## src/rtl/fp_sqrt_arbiter.sv

```systemverilog
// fp_sqrt_arbiter: round-robin front end that shares one multi-cycle
// single-precision square-root datapath between NUM_REQ requesters.
// A negative operand gets a quiet-NaN error reply without touching the
// datapath. A watchdog aborts the datapath if dp_done never arrives.
module fp_sqrt_arbiter #(
  parameter int NUM_REQ = 4,
  parameter int ID_W    = 2,
  parameter int TIMEOUT = 64
) (
  input  logic                   clk,
  input  logic                   rst_n,
  input  logic [NUM_REQ-1:0]     req,
  input  logic [32*NUM_REQ-1:0]  req_operand,
  output logic [NUM_REQ-1:0]     ack,
  output logic [NUM_REQ-1:0]     rsp_valid,
  output logic [31:0]            rsp_data,
  output logic                   rsp_err,
  output logic                   busy,
  output logic                   dp_start,
  output logic [31:0]            dp_operand,
  output logic                   dp_abort,
  input  logic                   dp_done,
  input  logic [31:0]            dp_result
);

  localparam int          CNT_W = $clog2(TIMEOUT + 1);
  localparam logic [31:0] QNAN  = 32'h7FC0_0000;

  typedef enum logic [1:0] {
    IDLE  = 2'd0,
    ISSUE = 2'd1,
    WAIT  = 2'd2,
    RESP  = 2'd3
  } state_t;

  state_t               state_q;
  logic [ID_W-1:0]      cur_id_q;
  logic [ID_W-1:0]      last_grant_q;
  logic [CNT_W-1:0]     cnt_q;
  logic [NUM_REQ-1:0]   ack_q;
  logic [31:0]          rsp_data_q;
  logic                 rsp_err_q;
  logic [31:0]          dp_operand_q;
  logic                 dp_abort_q;

  // Arbitration result for the current IDLE cycle.
  logic                 grant_vld_d;
  logic [ID_W-1:0]      grant_id_d;
  logic [31:0]          grant_op_d;
  logic                 grant_neg_d;

  // Unpacked view of the operand bus and the rotated search order.
  logic [31:0]          op_arr   [NUM_REQ];
  logic [ID_W-1:0]      cand_id  [NUM_REQ];

  genvar gi;

  // cand_id[k] is the requester examined at search position k, i.e.
  // (last_grant + 1 + k) mod NUM_REQ, so position 0 is the highest priority.
  generate
    for (gi = 0; gi < NUM_REQ; gi++) begin : g_cand
      logic [ID_W:0] sum;
      assign op_arr[gi] = req_operand[32*gi +: 32];
      assign sum = {1'b0, last_grant_q} + (ID_W+1)'(gi + 1);
      assign cand_id[gi] = (sum >= (ID_W+1)'(NUM_REQ))
                         ? ID_W'(sum - (ID_W+1)'(NUM_REQ))
                         : sum[ID_W-1:0];
    end
  endgenerate

  // Pick the first pending requester in rotated order (lowest position wins).
  always_comb begin
    grant_vld_d = 1'b0;
    grant_id_d  = '0;
    for (int k = NUM_REQ - 1; k >= 0; k--) begin
      if (req[cand_id[k]]) begin
        grant_vld_d = 1'b1;
        grant_id_d  = cand_id[k];
      end
    end
  end

  // Winner's operand; -0.0 is not negative for rejection purposes.
  always_comb begin
    grant_op_d  = op_arr[grant_id_d];
    grant_neg_d = grant_op_d[31] & (|grant_op_d[30:0]);
  end

  // Control FSM with registered handshake, data and abort outputs.
  always_ff @(posedge clk) begin
    if (!rst_n) begin
      state_q      <= IDLE;
      cur_id_q     <= '0;
      last_grant_q <= ID_W'(NUM_REQ - 1);
      cnt_q        <= '0;
      ack_q        <= '0;
      rsp_data_q   <= '0;
      rsp_err_q    <= 1'b0;
      dp_operand_q <= '0;
      dp_abort_q   <= 1'b0;
    end else begin
      ack_q      <= '0;
      dp_abort_q <= 1'b0;
      case (state_q)
        IDLE: begin
          if (grant_vld_d) begin
            cur_id_q     <= grant_id_d;
            dp_operand_q <= grant_op_d;
            ack_q        <= NUM_REQ'(1) << grant_id_d;
            if (grant_neg_d) begin
              rsp_data_q <= QNAN;
              rsp_err_q  <= 1'b1;
              state_q    <= RESP;
            end else begin
              state_q    <= ISSUE;
            end
          end
        end
        ISSUE: begin
          cnt_q   <= '0;
          state_q <= WAIT;
        end
        WAIT: begin
          if (dp_done) begin
            rsp_data_q <= dp_result;
            rsp_err_q  <= 1'b0;
            state_q    <= RESP;
          end else if (cnt_q == CNT_W'(TIMEOUT - 1)) begin
            rsp_data_q <= QNAN;
            rsp_err_q  <= 1'b1;
            dp_abort_q <= 1'b1;
            state_q    <= RESP;
          end else begin
            cnt_q <= cnt_q + CNT_W'(1);
          end
        end
        RESP: begin
          last_grant_q <= cur_id_q;
          rsp_err_q    <= 1'b0;
          state_q      <= IDLE;
        end
        default: state_q <= IDLE;
      endcase
    end
  end

  // Response strobe is decoded from the state register and owner id.
  generate
    for (gi = 0; gi < NUM_REQ; gi++) begin : g_rsp
      assign rsp_valid[gi] = (state_q == RESP) && (cur_id_q == ID_W'(gi));
    end
  endgenerate

  assign ack        = ack_q;
  assign rsp_data   = rsp_data_q;
  assign rsp_err    = rsp_err_q;
  assign busy       = (state_q != IDLE);
  assign dp_start   = (state_q == ISSUE);
  assign dp_operand = dp_operand_q;
  assign dp_abort   = dp_abort_q;

endmodule
```

## config.mk

```make
export PLATFORM = sky130hd
export DESIGN_NAME = fp_sqrt_arbiter
export DESIGN_NICKNAME = d
export VERILOG_FILES = /design/src/rtl/fp_sqrt_arbiter.sv
export SDC_FILE = /design/constraint.sdc
export NUM_CORES = 1
export LEC_CHECK = 0
export ABC_AREA = 1
export CAP_MARGIN = 15
export CORE_MARGIN = 5
export CORE_UTILIZATION = 40
export DETAILED_ROUTE_END_ITERATION = 7
export PLACE_DENSITY = 0.8
export RECOVER_POWER = 50
export SLEW_MARGIN = 25
export SYNTH_ARGS = -nofsm -noshare
export SYNTH_HDL_FRONTEND = slang
export SYNTH_SLANG_ARGS = --single-unit
```

## constraint.sdc

```tcl
create_clock -name clk -period 3.5 [get_ports clk]
set_clock_uncertainty 0.05 [all_clocks]
set_input_delay 0.35 -clock clk [delete_from_list [all_inputs] [get_ports clk]]
set_output_delay 0.35 -clock clk [all_outputs]
set_load 0.02 [all_outputs]
```

## Word-level counts from Yosys, hierarchy flattened

Cells that the tools add are included.

| word-level totals | value |
|---|---|
| flip-flop bits (word level) | 83 |
| latch bits | 0 |
| RAM bits | 0 |
| bits in read-only memories | 0 |
| input port bits | 167 |
| logic and storage cells | 104 |
| memories | 0 |

| cells by class | value |
|---|---|
| add/subtract/negate cells | 9 |
| $mul | 0 |
| div/mod/pow operators | 0 |
| magnitude comparators | 9 |
| eq/ne operators | 12 |
| shift-type cells | 1 |
| muxes and demuxes | 42 |
| bitwise gates (word level) | 4 |
| reductions and logical operators | 18 |

Operator list:

| cell | count |
|---|---|
| 2-to-1 mux 32 bit | 6 |
| binary-select mux 32 bit (select 2 bit) | 1 |
| case mux 32 bit (2 select lines) | 1 |
| OR reduction 31 bit | 1 |
| 2-to-1 mux 2 bit | 12 |
| greater-or-equal comparator 3 bit (second input constant) | 5 |
| 2-to-1 mux 7 bit | 2 |
| case mux 7 bit (2 select lines) | 1 |
| 2-to-1 mux 1 bit | 13 |
| less-than comparator 2 x 3 -> 1 bit (second input constant) | 4 |
| binary-select mux 1 bit (select 2 bit) | 4 |
| == test 2 bit (second input constant) | 4 |
| inequality test 2 bit (second input constant) | 4 |
| case mux 2 bit (4 select lines) | 1 |
| AND reduction 4 bit | 2 |
| subtractor 2 x 1 -> 2 bit (second input constant) | 4 |
| adder 7 x 1 -> 7 bit (second input constant) | 1 |
| == test 7 x 6 -> 1 bit (second input constant) | 1 |
| adder 2 x 2 -> 3 bit (second input constant) | 2 |
| AND reduction 3 bit | 2 |
| nonzero test 2 bit | 3 |
| == test 2 x 1 -> 1 bit (second input constant) | 2 |
| logical AND 1 bit | 4 |
| logical NOT 2 bit | 2 |
| other kinds (11) | 13 |

## Logic depth before layout (Yosys ltp)

Gate-level depths: netlist of run 1.

| logic depth | value |
|---|---|
| word-level depth | 18 |
| mapped depth | 26 |
| mapped depth without buffers | 23 |

## Worst setup path after synthesis of run 1

No wires, ideal clock.

| path | value |
|---|---|
| kind | register to register |
| start point | register last_grant_q[0] |
| end point | register rsp_data_q[11], in the netlist rsp_data[11] |
| library setup time | 0.115 ns |
| arrival time | 2.251 ns |
| path slack | 1.084 ns |
| stages on the path, launching flop included | 25 |
| buffers on the path | 3 |
| path through | dfxtp_1 > buf_4 > inv_4 > nand2_2 > nand2_1 > nand2_1 > nand2_1 > nand2_2 > nand2_4 > nand2_8 > nand2_4 > buf_4 > nand2_1 > nand3_1 > nand2_1 > nand2_1 > nor2_1 > nand2_1 > nor2_1 > nand2_1 > nand2_2 > nand2_4 > buf_2 > a21oi_1 > nor2_1 |

| on the way | value |
|---|---|
| word-level cells in the longest chain between the ends | 17 |

RTL lines:

| item | line | text |
|---|---|---|
| from (decl) | 38 | `logic [ID_W-1:0] last_grant_q;` |
| from (signal assigned) | 94 | `last_grant_q <= ID_W'(NUM_REQ - 1);` |
| from (signal assigned) | 138 | `last_grant_q <= cur_id_q;` |
| adder 2 x 3 -> 3 bit | 64 | `assign sum = {1'b0, last_grant_q} + (ID_W+1)'(gi + 1);` |
| greater-or-equal comparator 3 bit / subtractor 2 x 1 -> 2 bit (equally long branches) | 65, 66 |  |
| 2-to-1 mux 2 bit | 66 | `? ID_W'(sum - (ID_W+1)'(NUM_REQ))` |
| binary-select mux 1 bit (select 2 bit) | 76 | `if (req[cand_id[k]]) begin` |
| 2-to-1 mux 1 bit (implied by the code) | 76 |  |
| 2-to-1 mux 2 bit (4 in series) | 76 |  |
| inverter 2 -> 3 bit (implied by the code) | 85 | `grant_op_d = op_arr[grant_id_d];` |
| binary-select mux 32 bit (select 2 bit) | 85 |  |
| 2-to-1 mux 32 bit (implied by the code) (2 in series) | 85 |  |
| OR reduction 31 bit | 86 | `grant_neg_d = grant_op_d[31] & (\|grant_op_d[30:0]);` |
| bitwise AND 1 bit | 86 |  |
| inequality test 2 bit (no source line) | n/a |  |
| AND reduction 4 bit (no source line) * | n/a |  |
| to (signal assigned) | 125 | `rsp_data_q <= dp_result;` |
| to (decl) | 41 | `logic [31:0] rsp_data_q;` |

Mark *: on every way between the ends. The rest lies on a longest branch, timed or not. The select of a mux whose other input is x is not followed.
A chain may end at the register's enable or synchronous reset.

## Final worst setup path of run 1

| path | value |
|---|---|
| start point | register last_grant_q[0] |
| end point | register rsp_data_q[0], in the netlist rsp_data[0] |

The elaborated chain is that of the path after synthesis.

==> results.json, run 1 <==
{
  "syn_to_final_growth_pct": 58.82,
  "highest_layer": "met4",
  "crit_path_start_kind": "flip-flop",
  "finalNetCount": 1174,
  "r2r_slack_ns": 0.44,
  "drv_cap": 1,
  "status": "finished with violations",
  "grt_pass1_wl_um": 27100,
  "yosysSeqAreaShare": 0.3450,
  "tritoncts.num_buffers": 9,
  "report.final.slew_viol_count": 35,
  "via_per_inst": 5.010,
  "postPlaceCellArea_mm2": 0.007326,
  "ys_top_cells_by_area": "dfxtp_1, nand2_1, nand3_1, nor2_1, inv_1",
  "endpoint_kind": "flip-flop",
  "layout_commonest_cell": "nand2_1",
  "synth_nets": 955,
  "num_vias": 5782,
  "tightest_slew_ns": 1.514,
  "cts_tree": "built",
  "timing.rr.end": "rsp_data[0]",
  "finalCriticalPeriod_ns": 3.060,
  "layout_common_cells": "nand2_1, clkdlybuf4s50_1, nand3_1",
  "ys_ff_latch": 83,
  "track_usage": 0.2313,
  "arrival_ns": 3.23,
  "synth_top_area_cell": "dfxtp_1",
  "core_area_mm2": 0.01191,
  "crit_end": "rsp_data[0]",
  "worst-endpoint-required_ns": 3.67,
  "ctsRootBufferMaster": "clkbuf_16",
  "postLayoutCellArea_mm2": 0.007649,
  "drive_gt1_frac": 0.04866,
  "wl_um": 17050,
  "min-delay-start": "rst_n",
  "grt_max_degree": 71,
  "antenna_found_initial": 0,
  "insertedDiodeCount": 0,
  "syn_inst": 783,
  "globalplace.congestion": 0.9092,
  "portBuffers": 242,
  "finalCritPeriodShare": 0.8743,
  "violations": "capacitance limit, slew limit",
  "synth_cell_types": 28,
  "dp_hpwl_um": 13280,
  "rsz0062_at_grt": "false",
  "min-delay-path-class": "in2reg",
  "cts_num_sinks": 83,
  "setup-tns-final_ns": 0,
  "hold_violations": 0,
  "dr.pass1.iters": 4,
  "fp.dieW_um": 119.7,
  "cts_setup_buffers": 0,
  "wl_met1_um": 6846,
  "drt-initial-drc-count": 396,
  "leakage_nw": 3.527,
  "rows": 40,
  "netlist_area_mm2": 0.004816,
  "dieArea_mm2": 0.01433,
  "clk_pin_slew_ns": 0.06,
  "dr_wl_met2_um": 7907,
  "r2r-start": "last_grant_q[0]",
  "clk_latency_ns": 0.33,
  "met3_wirelength_um": 1769,
  "setup_viol": 0,
  "dieHeight_um": 119.7,
  "path_max_fanout": 29,
  "syn_avg_cell_area_um2": 6.151,
  "max_freq_mhz": 326.8,
  "grt-ovfl-total": 0,
  "wl_per_cell_um": 14.78,
  "slew_headroom": -0.009473,
  "power_density_mw_per_mm2": 859.4,
  "h-tree-depth": 3,
  "cts_buffer_depth": 2,
  "peakVddDrop_mv": 0.4479,
  "setup.worst_path.start": "last_grant_q[0]",
  "ys_warn_count": 0,
  "grt_pass1_vias": 5509,
  "critical_path_class": "reg2reg",
  "drc_errors": 0,
  "worstRegToRegCells": 24,
  "synth_top_cell_area_share": 0.3450,
  "antenna_left": 0,
  "start_util": 0.4043,
  "pin_count": 243
}
[cell type report]
| type | count | area [µm²] |
|---|---|---|
| clock buffer | 11 | 252.7 |
| sequential | 83 | 1663 |
| clock inverter | 5 | 75.07 |
| inverter | 54 | 205.2 |
| fill | 1083 | 4263 |
| tap | 147 | 183.9 |
| multi-input combinational | 597 | 2683 |
| timing repair buffer | 257 | 2586 |
[synthesized netlist by cell type]
cell	instances
nand2_1	244
nand3_1	161
nor2_1	96
dfxtp_1	83
inv_1	48
o21ai_0	34
a21oi_1	28
buf_2	21
clkbuf_1	17
nor3_1	8
buf_4	6
buf_6	5
ha_1	5
nand2_2	5
inv_2	4
nand2_4	4
o211ai_1	2
o21ai_1	2
a211oi_1	1
clkinv_1	1
inv_4	1
nand2_8	1
nand3_4	1
nand4_1	1
nor3b_1	1
nor4_1	1
o32ai_1	1
xor2_1	1
[worst min path at each step]
stage	cells after the start	end	slack [ns]
floorplan	2	cnt_q[6]	0.37
global placement	2	cnt_q[6]	0.39
detailed placement	2	cnt_q[6]	0.39
CTS	3	cnt_q[1]	0.33
global route	3	state_q[0]	0.36
finish	3	cnt_q[1]	0.34
[repair_timing]
item                       CTS  global route
setup endpoints to repair    0            14
hold buffers                 0             0
gates resized for setup      0             1
[cells by family (layout without fill, tap and decap cells)]
group	after synthesis	after routing	synth area share
AOI/OAI and AO/OA	68	68	0.07300
xor gates and xnor gates	1	1	0.001819
adders and majority gates	5	5	0.01299
buffers and inverters	103	327	0.09872
DFF	83	83	0.3450
and+or+nand+nor	523	523	0.4684
[critical path, stage by stage (launching register included)]
cell and delay (ns):
dfxtp_2 0.45, inv_4 0.11, nand2_2 0.08, nand2_1 0.08, nand2_1 0.10, nand2_1 0.07, inv_2 0.11, nand2_4 0.08
nand2_8 0.10, nand2_4 0.13, buf_12 0.19, nand2_1 0.07, nand3_1 0.08, nand2_1 0.15, nand2_1 0.09, nor2_1 0.10
nand2_1 0.06, nor2_1 0.10, nand2_1 0.09, nand2_2 0.08, nand2_4 0.13, nand2_4 0.24, nand2_1 0.09, nand2_1 0.07
nor2_1 0.05
[state kept, by name, summed over array words and instances, names as in the netlist]
register,flops
cnt_q,7
state_q,2
dp_abort,1
cur_id_q,2
rsp_err,1
rsp_data,32
dp_operand,32
last_grant_q,2
ack,4
[where the power goes]
group / internal [W] / switching, W / total, W
clock: 0.000660 / 0.000368 / 0.00103
combinational: 0.00153 / 0.00250 / 0.00403
sequential: 0.00132 / 0.000199 / 0.00152
total: 0.00351 / 0.00306 / 0.00657
[stage by stage]
step	hold WS [ns]	util	total power (W)	instances	worst slack [ns]
global placement	0.3856	0.6150	0.005658	1138	0.1905
CTS	0.3257	0.6425	0.006750	1154	0.3295
global route	0.3591	0.6421	0.007122	1154	0.09985
floorplan	0.3740	-	0.004182	783	1.084
detailed placement	0.3929	0.6150	0.005699	1138	0.1208
finish	0.3378	0.6421	0.006573	1154	0.4401
[layer usage]
metal | vias up | global-route usage
met5 | - | 0
met4 | 0 | 0.09807
met3 | 38 | 0.07964
met2 | 248 | 0.3856
met1 | 2541 | 0.2702
li1 | 2955 | -
(Power assumes the default switching activity.)
==> run 2: changes to the inputs <==
--- a/config.mk
+++ b/config.mk
@@ -8,9 +8,9 @@
 export ABC_AREA = 1
 export CAP_MARGIN = 15
 export CORE_MARGIN = 5
-export CORE_UTILIZATION = 40
+export CORE_UTILIZATION = 41
 export DETAILED_ROUTE_END_ITERATION = 7
-export PLACE_DENSITY = 0.8
+export PLACE_DENSITY = 0.82
 export RECOVER_POWER = 50
 export SLEW_MARGIN = 25
 export SYNTH_ARGS = -nofsm -noshare
==> results.json, run 2 (same netlist as run 1, synthesis figures left out) <==
{
  "insertedDiodeCount": 0,
  "stdcell_count": 1150,
  "rows": 39,
  "pwr-share-clk": 0.140,
  "max_freq_mhz": 320.0,
  "arrival_ns": 3.30,
  "h-tree-depth": 3,
  "dr.pass1.iters": 5,
  "track_usage": 0.2370,
  "cts_num_sinks": 83,
  "ctsRootBufferMaster": "clkbuf_16",
  "grt_pass1_vias": 5432,
  "swShare": 0.4806,
  "fp.dieW_um": 118.4,
  "num_vias": 5846,
  "crit_path_start_kind": "flip-flop",
  "cts_setup_buffers": 0,
  "report.final.slew_viol_count": 0,
  "critical_path_class": "reg2reg",
  "comb_power_share": 0.626,
  "postLayoutCellArea_mm2": 0.007607,
  "p_int_w": 0.003356,
  "drive_gt1_frac": 0.04767,
  "status": "finished, final reports clean",
  "tritoncts.num_buffers": 9,
  "grt_pass1_wl_um": 27660,
  "globalplace.congestion": 0.8823,
  "wl_um": 17350,
  "core_area_mm2": 0.01147,
  "tightest_slew_ns": 0.9500,
  "p_seq_frac": 0.234,
  "setup_viol": 0,
  "wl_per_cell_um": 15.08,
  "layout_commonest_cell": "nand2_1",
  "cts_hold_buffers": 0,
  "antenna_found_initial": 0,
  "drc_errors": 0,
  "slew_headroom": 0.3666,
  "dieArea_mm2": 0.01401,
  "cts_tree": "built",
  "finalCritPeriodShare": 0.8927,
  "rsz0062_at_grt": "false",
  "grt_max_degree": 71,
  "finalNetCount": 1174,
  "syn_to_final_growth_pct": 57.96,
  "dieHeight_um": 118.4,
  "grt-ovfl-total": 0,
  "portBuffers": 242,
  "clk_latency_ns": 0.33,
  "start_util": 0.4200,
  "leakage_nw": 3.495,
  "postCtsResizedCells": 0,
  "via_per_inst": 5.083,
  "hold_violations": 0,
  "worst-endpoint-required_ns": 3.68,
  "antenna_left": 0,
  "layout_common_cells": "nand2_1, clkdlybuf4s50_1, nand3_1",
  "postPlaceCellArea_mm2": 0.007321,
  "dp_cells": 1134,
  "fillers": 1048,
  "finalCriticalPeriod_ns": 3.125,
  "power_density_mw_per_mm2": 849.3,
  "dp_hpwl_um": 13270,
  "endpoint_kind": "flip-flop",
  "cts_buffer_depth": 2,
  "min-delay-path-class": "in2reg",
  "drv_cap": 0,
  "pin_count": 243,
  "path_max_fanout": 34,
  "drt-initial-drc-count": 467,
  "setup-tns-final_ns": 0,
  "p_switching_w": 0.003105,
  "peakVddDrop_mv": 0.4851,
  "clk_pin_slew_ns": 0.07
}
[run 2: changes by cell type in the layout (fill, tap and decap cells not counted), moves of 2 or more]
cell	before	now
buf_4	8	10
bufinv_16	2	0
clkinv_2	3	0
clkinv_4	0	2
clkinvlp_4	0	3
[run 2: routing by layer]
metal  vias to the layer above  GRT usage  share of wire
met3                        33    0.08357           0.10
met2                       246     0.3942           0.47
met4                         0    0.08505          0.028
met1                      2603     0.2834           0.40
li1                       2964          -              -
met5                         -          0              0
[run 2: power by group through the flow]
stage	sequential, W	combinational [W]	clock [W]
final	0.00151	0.00405	0.000903
after global routing	0.00155	0.00449	0.000966
after CTS	0.00153	0.00418	0.000923
after detailed placement	0.00154	0.00416	0
after global placement	0.00153	0.00412	0
after floorplan	0.00192	0.00226	0
[run 2: worst paths after layout]
kind | cells after the start | slack (ns) | start | endpoint
worst max-delay path | 24 | 0.38 | last_grant_q[0] | rsp_data[12]
worst min-delay path | 3 | 0.35 | rst_n | state_q[0]
worst max register to register | 24 | 0.38 | last_grant_q[0] | rsp_data[12]
worst min register to register | 2 | 0.40 | cnt_q[6] | cnt_q[6]
[run 2: layout make-up]
cell class	count	area (µm²)	share of cell area
Sequential cell	83	1662	0.2184
Clock inverter	6	48.80	0.006414
Inverter	54	205.2	0.02697
Timing Repair Buffer	257	2591	0.3406
Tap cell	143	178.9	0.02352
Multi-Input combinational cell	597	2683	0.3526
Clock buffer	10	239.0	0.03141
[run 2: critical path: stages (launching register included)]
cell and delay, ns:
dfxtp_1 0.57, inv_4 0.13, nand2_2 0.09, nand2_1 0.08, nand2_1 0.10, nand2_1 0.07, inv_2 0.10, nand2_4 0.08
nand2_8 0.06, nand2_4 0.14, buf_12 0.21, nand2_1 0.09, nand3_1 0.08, nand2_1 0.11, nand2_1 0.06, nor2_1 0.08
nand2_1 0.06, nor2_1 0.09, nand2_1 0.09, nand2_2 0.08, nand2_4 0.10, nand2_4 0.23, nand2_1 0.09, nand2_1 0.07
nor2_1 0.05
[run 2: metrics by stage]
stage	utilization	total power, W	hold WS (ns)	setup slack [ns]
after floorplan	-	0.004182	0.3740	1.084
after global placement	0.6384	0.005650	0.3892	0.2479
after detailed placement	0.6384	0.005707	0.3902	0.1972
after CTS	0.6635	0.006628	0.3328	0.3914
after global routing	0.6634	0.007003	0.3647	0.002739
final	0.6634	0.006461	0.3480	0.3755
==> run 3: changes to the inputs <==
--- a/config.mk
+++ b/config.mk
@@ -10,6 +10,7 @@
 export CORE_MARGIN = 5
 export CORE_UTILIZATION = 41
 export DETAILED_ROUTE_END_ITERATION = 7
+export MAX_ROUTING_LAYER = met4
 export PLACE_DENSITY = 0.82
 export RECOVER_POWER = 50
 export SLEW_MARGIN = 25
==> results.json, run 3 (same netlist as run 1, synthesis figures left out) <==
{
  "peakVddDrop_mv": 0.4675,
  "swShare": 0.4632,
  "use_met2": 0.3928,
  "drc_errors": 0,
  "tritoncts.num_buffers": 9,
  "h-tree-depth": 3,
  "antenna_found_initial": 0,
  "dr.pass1.iters": 5,
  "ctsRootBufferMaster": "clkbuf_16",
  "critical_path_class": "reg2reg",
  "crit_path_start_kind": "flip-flop",
  "insertedDiodeCount": 0,
  "power_density_mw_per_mm2": 861.3,
  "cts_hold_buffers": 0,
  "rows": 39,
  "clk_pin_slew_ns": 0.06,
  "arrival_ns": 3.24,
  "comb_power_share": 0.609,
  "antenna_left": 0,
  "grt-ovfl-total": 0,
  "critPathTopFamily": "simple AND/OR/NAND/NOR gates",
  "slew_headroom": 0.03994,
  "grt_max_degree": 41,
  "cts_tree": "built",
  "pin_count": 243,
  "max_freq_mhz": 327.1,
  "p_seq_frac": 0.229,
  "wl_per_cell_um": 14.83,
  "report.final.slew_viol_count": 0,
  "critPathSlowestCell": "dfxtp_1",
  "pwr-share-clk": 0.162,
  "finalCritPeriodShare": 0.8734,
  "fp.dieW_um": 118.4,
  "drt-initial-drc-count": 402,
  "holdWs_ns": 0.4037,
  "p_switching_w": 0.003051,
  "layout_commonest_cell": "nand2_1",
  "grt_pass1_wl_um": 26880,
  "crit_path_max_incr_delay_ns": 0.55,
  "min-delay-path-class": "reg2reg",
  "grt_use_met3": 0.07211,
  "r2r-start": "last_grant_q[0]",
  "syn_to_final_growth_pct": 58.82,
  "dp_hpwl_um": 13200,
  "leakage_nw": 3.521,
  "top_usage_layer": "met2",
  "setup-tns-final_ns": 0,
  "layout_common_cells": "nand2_1, clkdlybuf4s50_1, nand3_1",
  "status": "finished, final reports clean",
  "grt_pass1_vias": 5361,
  "finalNetCount": 1174,
  "via_per_inst": 4.983,
  "cts_setup_buffers": 0,
  "core_area_mm2": 0.01147,
  "path_max_fanout": 34,
  "tightest_slew_ns": 1.440,
  "endpoint_kind": "flip-flop",
  "num_vias": 5725,
  "dieHeight_um": 118.4,
  "cp_common_cell": "nand2_1",
  "drive_gt1_frac": 0.04573,
  "clk_latency_ns": 0.34,
  "rsz0062_at_grt": "false",
  "critPathBufInv": 4,
  "worstPathCellList": "inv_4 > nand2_1 > nand3_1 > nand2_1 > inv_1 > nand2_2 > nand2_4 > nand2_8 > buf_4 > nand3_1 > nand3_1 > nand2_1 > nand2_1 > nor2_1 > nand2_1 > nor2_1 > nand2_1 > nand2_2 > nand2_4 > buf_12 > nand3_1 > nand2_1 > nor2_1",
  "start_util": 0.4200,
  "setup.worst_path.start": "last_grant_q[0]",
  "finalCriticalPeriod_ns": 3.057,
  "postCtsResizedCells": 0,
  "cts_buffer_depth": 2,
  "min-delay-start": "cnt_q[6]",
  "p_int_w": 0.003536,
  "cts_num_sinks": 83,
  "drv_cap": 0,
  "globalplace.congestion": 0.9518,
  "dieArea_mm2": 0.01401,
  "worst-endpoint-required_ns": 3.68,
  "track_usage": 0.2403,
  "wl_um": 17040,
  "setup_viol": 0,
  "hold_violations": 0,
  "portBuffers": 242,
  "use_met1": 0.2833
}
[run 3: final timing paths]
| kind | to | slack [ns] | depth (start not counted) |
|---|---|---|---|
| setup / recovery | rsp_data[23] | 0.44 | 23 |
| hold / removal | cnt_q[6] | 0.40 | 2 |
| setup reg to reg | rsp_data[23] | 0.44 | 23 |
| hold reg to reg | cnt_q[6] | 0.40 | 2 |
[run 3: stage by stage]
| step | worst slack [ns] | cell area [µm²] | total power [W] | util | instances |
|---|---|---|---|---|---|
| after floorplan | 1.084 | 4816 | 0.004182 | - | 783 |
| after global placement | 0.2497 | 7321 | 0.005646 | 0.6384 | 1134 |
| after detailed placement | 0.2175 | 7321 | 0.005694 | 0.6384 | 1134 |
| after CTS | 0.4065 | 7652 | 0.006781 | 0.6673 | 1149 |
| after global routing | 0.09916 | 7649 | 0.007130 | 0.6670 | 1149 |
| final | 0.4429 | 7649 | 0.006588 | 0.6670 | 1149 |
[run 3: layer usage]
layer	part of all wire	vias to the layer above
met1	0.41	2507
met2	0.47	243
met4	0.022	0
li1	-	2950
met5	0	-
met3	0.096	25
[run 3: worst register-to-register path, cell delays in order (launching register included)]
cell and delay (ns):
dfxtp_1 0.55, inv_4 0.13, nand2_1 0.11, nand3_1 0.09, nand2_1 0.08, inv_1 0.04, nand2_2 0.11, nand2_4 0.09
nand2_8 0.06, buf_4 0.30, nand3_1 0.14, nand3_1 0.10, nand2_1 0.10, nand2_1 0.12, nor2_1 0.06, nand2_1 0.05
nor2_1 0.03, nand2_1 0.08, nand2_2 0.06, nand2_4 0.18, buf_12 0.21, nand3_1 0.09, nand2_1 0.09, nor2_1 0.04
[run 3: power groups by stage]
stage	Sequential, W	Combinational, W	Clock, W
detailed placement	0.00154	0.00415	0
CTS	0.00153	0.00417	0.00109
floorplan	0.00192	0.00226	0
global placement	0.00153	0.00411	0
finish	0.00151	0.00401	0.00107
global route	0.00155	0.00445	0.00112
[run 3: layout make-up]
type	count	area [µm²]
fillers	1046	3819
multi-input cells	597	2683
repair buffers	257	2589
flip-flops and latches	83	1662
clock buffers	10	229.0
inverters	54	205.2
well taps	143	178.9
clock inverters	5	102.6
